--- src/rtl/rv32i_pkg.sv ---
// rv32i_pkg: shared RV32I types and constants for the fetch unit and control unit.
package rv32i_pkg;
  localparam logic [31:0] RESET_PC_DEF = 32'h0000_0000;
  localparam logic [6:0] OPC_LUI    = 7'b0110111;
  localparam logic [6:0] OPC_AUIPC  = 7'b0010111;
  localparam logic [6:0] OPC_JAL    = 7'b1101111;
  localparam logic [6:0] OPC_JALR   = 7'b1100111;
  localparam logic [6:0] OPC_BRANCH = 7'b1100011;
  localparam logic [6:0] OPC_LOAD   = 7'b0000011;
  localparam logic [6:0] OPC_STORE  = 7'b0100011;
  localparam logic [6:0] OPC_OP_IMM = 7'b0010011;
  localparam logic [6:0] OPC_OP     = 7'b0110011;
  localparam logic [6:0] OPC_SYSTEM = 7'b1110011;
  typedef enum logic [1:0] {BOOT, RUN, HALT} ifu_state_e;
  typedef struct packed {
    logic [31:0] instr;
    logic [31:0] pc;
  } fetch_entry_t;
endpackage

--- src/rtl/instr_fetch_unit_if.sv ---
// instr_fetch_unit_if: redirect, instruction-memory and decode handshake signals of the fetch stage.
interface instr_fetch_unit_if;
  logic        i_pc_sel;
  logic [31:0] i_alu_data;
  logic        o_imem_req;
  logic [31:0] o_imem_addr;
  logic        i_imem_gnt;
  logic        i_imem_rvalid;
  logic [31:0] i_imem_rdata;
  logic [31:0] o_instr;
  logic [31:0] o_pc;
  logic        o_instr_vld;
  logic        i_instr_rdy;
  logic        o_fault;
  modport master (
    input  i_pc_sel, i_alu_data, i_imem_gnt, i_imem_rvalid, i_imem_rdata, i_instr_rdy,
    output o_imem_req, o_imem_addr, o_instr, o_pc, o_instr_vld, o_fault
  );
  modport slave (
    output i_pc_sel, i_alu_data, i_imem_gnt, i_imem_rvalid, i_imem_rdata, i_instr_rdy,
    input  o_imem_req, o_imem_addr, o_instr, o_pc, o_instr_vld, o_fault
  );
endinterface

--- src/rtl/ifu_fifo.sv ---
// ifu_fifo: synchronous in-order buffer of fetched instr/PC pairs with flush.
module ifu_fifo
  import rv32i_pkg::*;
#(
  parameter int DEPTH = 2
) (
  input  logic                     i_clk,
  input  logic                     i_rst_n,
  input  logic                     push,
  input  logic                     pop,
  input  logic                     flush,
  input  fetch_entry_t             wdata,
  output fetch_entry_t             rdata,
  output logic [$clog2(DEPTH):0]   count,
  output logic                     empty,
  output logic                     full
);
  localparam int AW = $clog2(DEPTH);
  fetch_entry_t mem [DEPTH];
  logic [AW-1:0] wr_ptr, rd_ptr;
  assign rdata = mem[rd_ptr];
  assign empty = count == '0;
  assign full  = count == (AW+1)'(DEPTH);
  always_ff @(posedge i_clk) begin
    if (!i_rst_n || flush) begin
      wr_ptr <= '0;
      rd_ptr <= '0;
      count  <= '0;
    end else begin
      if (push) wr_ptr <= wr_ptr + 1'b1;
      if (pop) rd_ptr <= rd_ptr + 1'b1;
      count <= count + (AW+1)'(push) - (AW+1)'(pop);
    end
  end
  always_ff @(posedge i_clk) begin
    if (push) mem[wr_ptr] <= wdata;
  end
endmodule

--- src/rtl/instr_fetch_unit.sv ---
// instr_fetch_unit: RV32I fetch stage - PC, imem requests, in-order buffer, redirect with stale-response drop.
// Define IFU_MISALIGN_TRAP_EN to halt with o_fault on a misaligned redirect target.
module instr_fetch_unit
  import rv32i_pkg::*;
#(
  parameter logic [31:0] RESET_PC   = RESET_PC_DEF,
  parameter int          FIFO_DEPTH = 2
) (
  input  logic               i_clk,
  input  logic               i_rst_n,
  instr_fetch_unit_if.master bus
);
  localparam int CW = $clog2(FIFO_DEPTH) + 1;
  ifu_state_e state, state_n;
  logic [31:0] fetch_pc, resp_pc, target;
  logic [CW-1:0] outstanding, outstanding_n, drop, count;
  logic redirect, misalign, grant, rv, push, pop, empty, full;
  fetch_entry_t head;
  assign redirect = bus.i_pc_sel && state == RUN;
  assign target   = {bus.i_alu_data[31:2], 2'b00};
`ifdef IFU_MISALIGN_TRAP_EN
  assign misalign = redirect && |bus.i_alu_data[1:0];
`else
  assign misalign = 1'b0;
`endif
  assign grant = bus.o_imem_req && bus.i_imem_gnt;
  assign rv    = bus.i_imem_rvalid && outstanding != '0;
  assign push  = rv && drop == '0 && !redirect;
  assign pop   = bus.o_instr_vld && bus.i_instr_rdy && !redirect;
  assign outstanding_n = outstanding + CW'(grant) - CW'(rv);
  always_ff @(posedge i_clk) begin
    if (!i_rst_n) state <= BOOT;
    else state <= state_n;
  end
  always_comb begin
    state_n = state == BOOT ? RUN : misalign ? HALT : state;
  end
  always_comb begin
    bus.o_imem_req  = state == RUN && !bus.i_pc_sel && !full && (outstanding + count) < CW'(FIFO_DEPTH);
    bus.o_imem_addr = fetch_pc;
    bus.o_instr_vld = state != HALT && !empty;
    bus.o_instr     = bus.o_instr_vld ? head.instr : '0;
    bus.o_pc        = bus.o_instr_vld ? head.pc : '0;
`ifdef IFU_MISALIGN_TRAP_EN
    bus.o_fault     = state == HALT;
`else
    bus.o_fault     = 1'b0;
`endif
  end
  // a redirect marks every still-pending request stale, including one answered this cycle
  always_ff @(posedge i_clk) begin
    if (!i_rst_n) begin
      fetch_pc    <= RESET_PC;
      resp_pc     <= RESET_PC;
      outstanding <= '0;
      drop        <= '0;
    end else begin
      outstanding <= outstanding_n;
      if (redirect) begin
        fetch_pc <= target;
        resp_pc  <= target;
        drop     <= outstanding_n;
      end else begin
        if (grant) fetch_pc <= fetch_pc + 32'd4;
        if (push) resp_pc <= resp_pc + 32'd4;
        if (rv && drop != '0) drop <= drop - 1'b1;
      end
    end
  end
  ifu_fifo #(.DEPTH(FIFO_DEPTH)) u_fifo (
    .i_clk   (i_clk),
    .i_rst_n (i_rst_n),
    .push    (push),
    .pop     (pop),
    .flush   (redirect),
    .wdata   ('{instr: bus.i_imem_rdata, pc: resp_pc}),
    .rdata   (head),
    .count   (count),
    .empty   (empty),
    .full    (full)
  );
endmodule
--- src/flat_wrapper.sv ---
// flat-port wrapper written by rule: the top's interface ports become plain ports
module instr_fetch_unit_flat import rv32i_pkg::*;
#(
  parameter logic [31:0] RESET_PC   = RESET_PC_DEF,
  parameter int          FIFO_DEPTH = 2
)
  (i_clk, i_rst_n, bus_i_pc_sel, bus_i_alu_data, bus_i_imem_gnt, bus_i_imem_rvalid, bus_i_imem_rdata, bus_i_instr_rdy, bus_o_imem_req, bus_o_imem_addr, bus_o_instr, bus_o_pc, bus_o_instr_vld, bus_o_fault);
  instr_fetch_unit_if bus_i ();
  input  logic i_clk;
  input  logic i_rst_n;
  input wire logic [$bits(bus_i.i_pc_sel)-1:0] bus_i_pc_sel;
  input wire logic [$bits(bus_i.i_alu_data)-1:0] bus_i_alu_data;
  input wire logic [$bits(bus_i.i_imem_gnt)-1:0] bus_i_imem_gnt;
  input wire logic [$bits(bus_i.i_imem_rvalid)-1:0] bus_i_imem_rvalid;
  input wire logic [$bits(bus_i.i_imem_rdata)-1:0] bus_i_imem_rdata;
  input wire logic [$bits(bus_i.i_instr_rdy)-1:0] bus_i_instr_rdy;
  output wire logic [$bits(bus_i.o_imem_req)-1:0] bus_o_imem_req;
  output wire logic [$bits(bus_i.o_imem_addr)-1:0] bus_o_imem_addr;
  output wire logic [$bits(bus_i.o_instr)-1:0] bus_o_instr;
  output wire logic [$bits(bus_i.o_pc)-1:0] bus_o_pc;
  output wire logic [$bits(bus_i.o_instr_vld)-1:0] bus_o_instr_vld;
  output wire logic [$bits(bus_i.o_fault)-1:0] bus_o_fault;
  assign bus_i.i_pc_sel = bus_i_pc_sel;
  assign bus_i.i_alu_data = bus_i_alu_data;
  assign bus_i.i_imem_gnt = bus_i_imem_gnt;
  assign bus_i.i_imem_rvalid = bus_i_imem_rvalid;
  assign bus_i.i_imem_rdata = bus_i_imem_rdata;
  assign bus_i.i_instr_rdy = bus_i_instr_rdy;
  assign bus_o_imem_req = bus_i.o_imem_req;
  assign bus_o_imem_addr = bus_i.o_imem_addr;
  assign bus_o_instr = bus_i.o_instr;
  assign bus_o_pc = bus_i.o_pc;
  assign bus_o_instr_vld = bus_i.o_instr_vld;
  assign bus_o_fault = bus_i.o_fault;
  instr_fetch_unit #(.RESET_PC(RESET_PC), .FIFO_DEPTH(FIFO_DEPTH)) u_core (.i_clk(i_clk), .i_rst_n(i_rst_n), .bus(bus_i));
endmodule
--- config.mk ---
export PLATFORM = sky130hd
export DESIGN_NAME = instr_fetch_unit_flat
export DESIGN_NICKNAME = d
export VERILOG_FILES = /design/src/rtl/rv32i_pkg.sv /design/src/rtl/instr_fetch_unit_if.sv /design/src/rtl/ifu_fifo.sv /design/src/rtl/instr_fetch_unit.sv /design/src/flat_wrapper.sv
export SDC_FILE = /design/constraint.sdc
export NUM_CORES = 1
export LEC_CHECK = 0
export ABC_CLOCK_PERIOD_IN_PS = 7400
export CORE_ASPECT_RATIO = 1.5
export CORE_MARGIN = 5
export CORE_UTILIZATION = 40
export DETAILED_ROUTE_END_ITERATION = 7
export GPL_ROUTABILITY_DRIVEN = 0
export PLACE_DENSITY_LB_ADDON = 0.2
export SETUP_SLACK_MARGIN = 0.02
export SYNTH_ARGS = -nofsm -noshare
export SYNTH_HDL_FRONTEND = slang
export SYNTH_SLANG_ARGS = --single-unit
--- constraint.sdc ---
create_clock -name i_clk -period 7.4 [get_ports i_clk]
set_clock_uncertainty 0.1 [all_clocks]
set_input_delay 1.11 -clock i_clk [delete_from_list [all_inputs] [get_ports i_clk]]
set_output_delay 1.11 -clock i_clk [all_outputs]
set_load 0.1 [all_outputs]
==> flow_summary.ini <==
[status]
status = completed

[global_route]
grt_pass1_wl_um = 29800
grt_usage_pct = 15.7
overflow = 0
grt_pass1_vias = 6062
antenna_found_initial = 0
grt_max_degree = 94

[final_layout]
register_area_sq_um = 5130
mostFrequentLayoutCell = clkdlybuf4s50_1
n_antenna_cell = 0
fillers = 1802
layout-drive-gt1-share_pct = 5.65
layout.cells.non_filler = 1113
layout_common_cells = clkdlybuf4s50_1, edfxtp_1, nor2_1
multi_input_area_sq_um = 2940
syn_to_final_growth_pct = 29.2
fin_nets = 912

[hold_path]
hold_class = reg -> reg

[detailed_routing]
drt_iter0_drc = 391
first_pass_iters = 5
dr_total_vias = 5832
wl_per_cell_um = 16.8
via_per_inst = 5.24
wl_um = 18700
drc = 0
antenna_left = 0

[timing]
tightest_slew_ns = 1.20
fin_ws_ns = 3.11
min_period_over_period_pct = 58.0
period_needed_ns = 4.29
final-max-slew-violation-count = 0
hold_viol_final = 0
relSlewSlack_pct = 19.8
setup_viol = 0
grt_setup_unrepaired = no
fmax_mhz = 233
fin_tns_setup_ns = 0
timing.hold.ws_ns = 0.383

[critical_path]
required_ns = 6.19
critPathSlowestCell = clkdlybuf4s50_1
path_class = reg -> out
critPathMaxStageDelay_ns = 1.17
startpoint_type = flop
crit_chain = mux2i_1 > nor2_1 > clkdlybuf4s50_1
crit_arrival_ns = 3.08
crit_fanout = 62
setup.worst_path.end_class = primary output

[cts]
clk_path_buf_depth = 2
root_buffer = clkbuf_16
cts.repair.resized = 0
clk_pin_slew_ns = 0.07
cts_buffers = 17
cts_setup_buffers = 0
h-tree-depth = 4
cts_hold_buf = 0
cts_tree = yes
cts_sinks = 194
insertion_delay_ns = 0.43

[floorplan]
die_y_um = 186
die_x_um = 127
ios = 169
rows = 64
start_util_pct = 40.6
die_area_sq_um = 23700
core_area_sq_um = 20300

[pwr]
ir_drop_v = 0.000154
p_total_uw = 3430
p_per_area_nw_per_um2 = 322
p_leak_uw = 0.00347

[synthesis]
syn_avg_cell_area_sq_um = 12.0
synthFlopType = edfxtp_1
synthesis.area_sq_um = 8260
synth-seq-area-share_pct = 62.0
ys_ff_latch = 194
syn_inst = 689
ys_warn_count = 0
synthDistinctLibCells = 46
synth-async-reset-ratio_pct = 0
synth_edf_count = 124

[placed_design]
port_buffers = 161
dpl_worst_slack_ns = 3.21
dp_hpwl_um = 12900
placed_cells = 1081

[run]
drv_cap = 0
==> per-layer routing <==
layer / vias up / share of wire, % / track usage, %
met1: 2761 / 40 / 18.1
met5: - / 0 / 0
met3: 41 / 5.6 / 3.73
met2: 204 / 52 / 27.8
li1: 2826 / - / -
met4: 0 / 3.0 / 6.91
==> layout make-up <==
class | count | share of cell area (%)
sequential | 194 | 48.0
multi-input combinational | 448 | 27.5
timing repair buffer | 167 | 15.5
clock buffer | 19 | 4.15
tap | 264 | 3.09
clock inverter | 13 | 1.41
inverter | 8 | 0.281
==> sequential cells by signal, indices dropped and copies added, names as in the netlist, named ones only <==
signal / cells
u_core.u_fifo.mem: 124
u_core.bus.o_imem_addr: 30
u_core.outstanding: 2
u_core.u_fifo.rd_ptr: 1
u_core.u_fifo.count: 2
u_core.u_fifo.wr_ptr: 1
u_core.state: 1
u_core.drop: 2
u_core.resp_pc: 30
==> synth_stat cells, types with 2 or more instances <==
cell type  instances  share of area (%)
o21ai_0           36                2.2
edfxtp_1         124                 45
dfxtp_1           70                 17
clkbuf_1          29                1.3
a211oi_1           6               0.55
a21oi_1           49                3.0
xor2_1            42                4.5
nand3_1           20                1.2
xnor2_1           12                1.3
mux2i_1           64                7.8
nor2b_1            2               0.15
and4_1             6               0.64
and3b_1            2               0.21
ha_1               6               0.91
or3_1              6               0.45
and2_1             7               0.53
a31oi_1            7               0.53
o211a_1            2               0.24
o21a_1             3               0.27
nor4_1             8               0.61
nor3_2             2               0.24
buf_2              4               0.24
buf_4              7               0.64
inv_1              8               0.36
and3_1            11               0.83
nor3_1            10               0.61
nand2_1           21               0.95
nor2_1            76                3.5
a311oi_1           2               0.21
buf_1              2              0.091
nand4_1           30                2.3
==> critical path, delay by kind of cell, from the launching register on <==
family | cells | cell delay [ns]
buffers and inverters | 1 | 1.17
flip-flops | 1 | 1.07
multiplexers | 1 | 0.17
AND/OR/NAND/NOR | 1 | 0.21
==> path summary, 6_finish.rpt <==
path | startpoint | end | slack, ns | cells past startpoint
max | flop | bus_o_pc[31] | 3.11 | 3
min | u_core.resp_pc[31] | u_core.u_fifo.mem[0][31] | 0.38 | 0
max reg2reg | u_core.outstanding[1] | u_core.drop[1] | 4.80 | 10
min reg2reg | u_core.resp_pc[31] | u_core.u_fifo.mem[0][31] | 0.38 | 0
==> power breakdown <==
group	internal [uW]	switching (uW)	total [uW]	leakage, uW
registers	1260	84.0	1350	0.00171
logic	288	879	1170	0.00147
clock network	514	404	918	0.000285
==> through the flow <==
stage	instance area (sq um)	utilization, %
final	10700	52.5
after global routing	10700	52.5
after CTS	10700	52.5
after detailed placement	10100	49.6
after global placement	10100	49.6
after floorplan	8280	-
==> kinds of logic after synthesis <==
logic type / synth area share [%]
muxes: 7.76
xor gates and xnor gates: 5.73
other: 0.0454
AOI/OAI and AO/OA: 7.62
and+or+nand+nor: 13.1
DFF: 62.0
buffers and inverters: 2.79
adders and majority gates: 0.909
Power figures use the tool's default switching activity.
